`config.mk`:
```
export PLATFORM = sky130hd
export DESIGN_NAME = rgb_pwm_mixer
export DESIGN_NICKNAME = d
export VERILOG_FILES = /design/src/rtl/rgb_pwm_mixer.sv
export SDC_FILE = /design/constraint.sdc
export NUM_CORES = 1
export LEC_CHECK = 0
export ABC_AREA = 1
export BUFFER_PORTS_ARGS = -buffer_cell sky130_fd_sc_hd__buf_2
export CAP_MARGIN = 5
export CORE_ASPECT_RATIO = 0.75
export CORE_MARGIN = 5
export CORE_UTILIZATION = 65
export DETAILED_ROUTE_END_ITERATION = 10
export PLACE_DENSITY = 0.95
export SLEW_MARGIN = 20
export SYNTH_ARGS = -nofsm -noshare
export SYNTH_HDL_FRONTEND = slang
export SYNTH_SLANG_ARGS = --single-unit
```
`constraint.sdc`:
```
create_clock -name clk -period 4.18 [get_ports clk]
set_input_delay 0.209 -clock clk [delete_from_list [all_inputs] [get_ports clk]]
set_output_delay 0.209 -clock clk [all_outputs]
set_load 0.05 [all_outputs]
```
`src/rtl/rgb_pwm_mixer.sv`:
```
// Button-stepped colour table driving active-low RGB pins through per-channel PWM, with a BREATHE fade.
// Latency: button edge -> register 2 clk, register -> pin at next PWM period + 1 clk; free-running, no backpressure.
module rgb_pwm_mixer #(
  parameter int PWM_WIDTH  = 8,
  parameter int NUM_COLORS = 8,
  parameter int FADE_DIV   = 4
) (
  input  logic       clk,
  input  logic       rst_n,
  input  logic       next_i,
  input  logic       mode_i,
  output logic       rLed_i,
  output logic       gLed_i,
  output logic       bLed_i,
  output logic [2:0] color_o,
  output logic       mode_o
);

  localparam logic [PWM_WIDTH-1:0] MAX      = {PWM_WIDTH{1'b1}};
  localparam logic [2:0]           LAST_IDX = 3'(NUM_COLORS - 1);
  localparam int                   PS_W     = (FADE_DIV > 1) ? $clog2(FADE_DIV) : 1;
  localparam logic [PS_W-1:0]      PS_LAST  = PS_W'(FADE_DIV - 1);

  typedef enum logic {STEADY = 1'b0, BREATHE = 1'b1} mode_t;
  typedef enum logic {DIR_DOWN = 1'b0, DIR_UP = 1'b1} dir_t;

  logic [1:0] next_sync, mode_sync;
  logic       next_prev, mode_prev;
  logic [1:0] warm_cnt;
  logic       warm;
  logic       next_pulse, mode_pulse;

  mode_t                mode_q, mode_d;
  dir_t                 dir_q, dir_d;
  logic [PWM_WIDTH-1:0] bright_q, bright_d;
  logic [PS_W-1:0]      ps_q, ps_d;
  logic [2:0]           color_idx, color_d;

  logic [PWM_WIDTH-1:0] pwm_cnt, duty_q;
  logic [2:0]           color_q;
  logic [2:0]           led_on;
  logic                 tick;

  function automatic logic [2:0] color_rgb(input logic [2:0] idx);
    case (idx)
      3'd0:    color_rgb = 3'b000;
      3'd1:    color_rgb = 3'b100;
      3'd2:    color_rgb = 3'b010;
      3'd3:    color_rgb = 3'b001;
      3'd4:    color_rgb = 3'b110;
      3'd5:    color_rgb = 3'b011;
      3'd6:    color_rgb = 3'b101;
      default: color_rgb = 3'b111;
    endcase
  endfunction

  // Edges are only honoured once prev holds a real post-reset sample, so a button
  // already held at reset release does not count as a press.
  always_ff @(posedge clk or negedge rst_n) begin
    if (!rst_n) begin
      next_sync <= 2'b00;
      mode_sync <= 2'b00;
      next_prev <= 1'b0;
      mode_prev <= 1'b0;
      warm_cnt  <= 2'd0;
    end else begin
      next_sync <= {next_sync[0], next_i};
      mode_sync <= {mode_sync[0], mode_i};
      next_prev <= next_sync[1];
      mode_prev <= mode_sync[1];
      if (!warm) warm_cnt <= warm_cnt + 2'd1;
    end
  end

  assign warm       = (warm_cnt == 2'd3);
  assign next_pulse = next_sync[1] & ~next_prev & warm;
  assign mode_pulse = mode_sync[1] & ~mode_prev & warm;
  assign tick       = (pwm_cnt == MAX);

  always_ff @(posedge clk or negedge rst_n) begin
    if (!rst_n) begin
      mode_q    <= STEADY;
      dir_q     <= DIR_DOWN;
      bright_q  <= MAX;
      ps_q      <= '0;
      color_idx <= 3'd0;
    end else begin
      mode_q    <= mode_d;
      dir_q     <= dir_d;
      bright_q  <= bright_d;
      ps_q      <= ps_d;
      color_idx <= color_d;
    end
  end

  always_comb begin
    color_d  = color_idx;
    mode_d   = mode_q;
    dir_d    = dir_q;
    bright_d = bright_q;
    ps_d     = ps_q;

    if (next_pulse) color_d = (color_idx == LAST_IDX) ? 3'd0 : color_idx + 3'd1;

    if (mode_pulse) begin
      ps_d = '0;
      if (mode_q == BREATHE) begin
        mode_d   = STEADY;
        bright_d = MAX;
        dir_d    = DIR_DOWN;
      end else begin
        mode_d = BREATHE;
      end
    end else if (mode_q == BREATHE && tick) begin
      if (ps_q == PS_LAST) begin
        ps_d = '0;
        // Triangle ramp: each end value is held for one step before turning.
        if (dir_q == DIR_DOWN) begin
          if (bright_q == '0) begin
            dir_d    = DIR_UP;
            bright_d = PWM_WIDTH'(1);
          end else begin
            bright_d = bright_q - PWM_WIDTH'(1);
          end
        end else begin
          if (bright_q == MAX) begin
            dir_d    = DIR_DOWN;
            bright_d = MAX - PWM_WIDTH'(1);
          end else begin
            bright_d = bright_q + PWM_WIDTH'(1);
          end
        end
      end else begin
        ps_d = ps_q + PS_W'(1);
      end
    end
  end

  // Duty and colour are latched only at the period boundary to avoid partial-period glitches.
  assign led_on = color_rgb(color_q) & {3{pwm_cnt < duty_q}};

  always_ff @(posedge clk or negedge rst_n) begin
    if (!rst_n) begin
      pwm_cnt <= '0;
      duty_q  <= '0;
      color_q <= 3'd0;
      rLed_i  <= 1'b1;
      gLed_i  <= 1'b1;
      bLed_i  <= 1'b1;
    end else begin
      pwm_cnt <= pwm_cnt + PWM_WIDTH'(1);
      if (tick) begin
        duty_q  <= bright_q;
        color_q <= color_idx;
      end
      rLed_i <= ~led_on[2];
      gLed_i <= ~led_on[1];
      bLed_i <= ~led_on[0];
    end
  end

  assign color_o = color_idx;
  assign mode_o  = mode_q;

endmodule

```
==> flow_summary.ini <==
[status]
status = complete, no violations

[sta]
tightestPinTransition_ns = 0.944
fin_ws_ns = 2.42
hold_violations = 0
fmax_mhz = 569
setup_tns_ns = 0
slew_viol_final = 0
skew_ns = 0.00844
min_period_ns = 1.76
finalSetupViolations = 0
rsz0062_at_grt = false
fin_crit_sh_pct = 42.1
slew_headroom_pct = 37.0

[setup_path]
regToRegStartpoint = warm_cnt[0]
endpoint = bright_q[1]
r2r_cells = 9
crit_type = reg2reg
r2r_slack_ns = 2.42
crit_required_ns = 4.41
worstPathArrival_ns = 1.98
crit_start = warm_cnt[0]
cp-end-kind = flip-flop
crit_path_cell_trace = ha_1 > inv_2 > nor2_2 > nand2_2 > or2_4 > nand2_4 > a21oi_4 > nand2_1 > o21ai_1
crit_slowest_cell = dfrtp_1
start_kind = flip-flop
critPathMaxStageDelay_ns = 0.40
worstReg2RegEnd = bright_q[1]
path_max_fanout = 14

[finish]
n_antenna_cell = 0
design_area_um2 = 2640
regArea_um2 = 1140
fin_nets = 320
drive_above_1_share_pct = 14.9
area_delta_synth_final_pct = 7.49
multi_input_area_um2 = 1140
nFillCells = 259
fin_cells = 354

[cts]
cts_root_buf = clkbuf_8
cts_sinks = 45
cts_made_buffers = 5
clk_pin_slew_worst_paths_ns = 0.08
cts_resized = 0
cts_tree = done
postCtsSetupRepairBufs = 0
clock_tree.buffer_depth = 2
ctsHoldBuffers = 0
htreeDepth = 2
clkLatencyLatePin_ns = 0.30

[logic_synthesis]
synth_area_um2 = 2450
ys_top_cells_by_area = dfrtp_1 35%, nand2_1 13%, dfstp_2 12%, ha_1 7.6%, nand3_1 5.7%
synthTopCellsByCount = 87 x nand2_1, 34 x dfrtp_1, 31 x inv_1
synth_seq_cells = 45
ys_seq_area_share_pct = 46.4
synth-edff-count = 0
yosysMostFrequentCell = nand2_1
yosysTopAreaCell = dfrtp_1
synth_cell_types = 33
synth_fp_nets = 310
synth_top_area_share_pct = 34.7
syn_area_per_cell_um2 = 8.44
ys.flop_type = dfrtp_1
async_flop_share_pct = 100
ys_warn_count = 0
syn_inst = 291

[global_routing]
grt_start_max_net_pins = 46
antenna_found_initial = 0
grt_pass1_vias = 1907
track_usage_pct = 21.2
grt.overflow.total = 0
grt_first_pass_wirelength_um = 8540

[floorplan]
start_util_pct = 67.1
die_area_um2 = 5120
rows = 19
die_w_um = 81.0
fp.dieH_um = 63.2
core_um2 = 3660
io-pin-count = 11

[detailed_routing]
dr.pass1.iters = 4
viasPerCell = 5.54
wirelength_um = 4870
ant_nets = 0
num_vias = 1961
drc = 0
wl_per_cell_um = 13.8
drt_iter0_drc = 111

[placement]
pre_cts_ws_ns = 2.46
dp_cells = 346
io_buffers = 10
postPlaceCellArea_um2 = 2530
hpwl_um = 3700
gp_congestion = 0.905

[min_path]
hold_class = in2reg

[power_and_ir_drop]
p_per_area_nw_per_um2 = 560
ir_drop_mv = 0.447
power_leakage_nw = 1.25
total_power_mw = 1.48

[job]
max_cap_violations = 0
-- cells by family (layout without fill, tap and decap cells) --
family / after synthesis / count (layout) / synth area share [%]
XOR/XNOR: 12 / 12 / 4.28
AO/OA/AOI/OAI: 29 / 29 / 6.63
buffers and inverters: 41 / 52 / 7.03
flip-flops: 45 / 45 / 46.4
adder cells (fa/ha/maj): 16 / 16 / 8.05
AND/OR/NAND/NOR: 148 / 148 / 27.6
-- sequential cells by signal, summed over array words and instances, names as in the netlist --
signal     flops
bright_q       8
duty_q         8
pwm_cnt        8
color_o        3
color_q        3
mode_sync      2
next_sync      2
ps_q           2
warm_cnt       2
bLed_i         1
dir_q          1
gLed_i         1
mode_o         1
mode_prev      1
next_prev      1
rLed_i         1
-- cell usage in the layout, fill, tap and decap left out, drive strengths merged, types with 3 or more instances in the layout --
cell | synthesis | layout
nand3 | 29 | 29
xor2 | 9 | 9
inv | 34 | 34
nor2 | 17 | 17
dfrtp | 34 | 34
nand4 | 7 | 7
ha | 15 | 15
a21oi | 5 | 5
dfstp | 11 | 11
clkbuf | 1 | 6
xnor2 | 3 | 3
o21ai | 23 | 23
buf | 6 | 10
nand2 | 91 | 91
-- critical path, delay by kind of cell (launching register included) --
family / cells / cell delay, ns
AND/OR/NAND/NOR: 5 / 0.61
buffers and inverters: 1 / 0.08
AO/OA/AOI/OAI: 2 / 0.34
flip-flops: 1 / 0.40
adder cells (fa/ha/maj): 1 / 0.26
-- report_power, final --
group / switching [mW] / internal (mW) / total (mW)
logic: 0.357 / 0.162 / 0.519
registers: 0.104 / 0.529 / 0.633
clock network: 0.146 / 0.179 / 0.325
total: 0.606 / 0.871 / 1.48
-- final cells by class --
cell class	count	share of cell area, %
clock buffers	6	2.75
clock inverters	2	1.47
inverters	34	4.93
multi-input cells	205	43.3
flip-flops and latches	45	43.2
well taps	52	2.47
repair buffers	10	1.90
-- routing by layer --
metal	vias to the layer above	routed length, um	track usage (%)
li1	947	-	-
met1	918	1980	27.2
met2	81	2460	35.6
met3	15	340	4.42
met4	0	78	6.75
met5	-	0	0
-- per-stage QoR --
stage	utilization, %	hold slack (ns)
2_1_floorplan	-	-0.0866
3_3_place_gp	69.0	0.319
3_5_place_dp	69.0	0.319
4_1_cts	72.1	0.00854
5_1_grt	72.1	0.00481
6_report	72.1	0.0156
-- worst min path at each step --
stage,start,endpoint,cells past startpoint,slack (ns)
after detailed placement,next_i,next_sync[0],1,0.32
after global routing,next_i,next_sync[0],1,0.005
after CTS,next_i,next_sync[0],1,0.009
final,next_i,next_sync[0],1,0.02
after floorplan,rst_n,color_o[0],0,-0.09
after global placement,next_i,next_sync[0],1,0.32
Note: power is estimated with default switching activity, not from simulation.
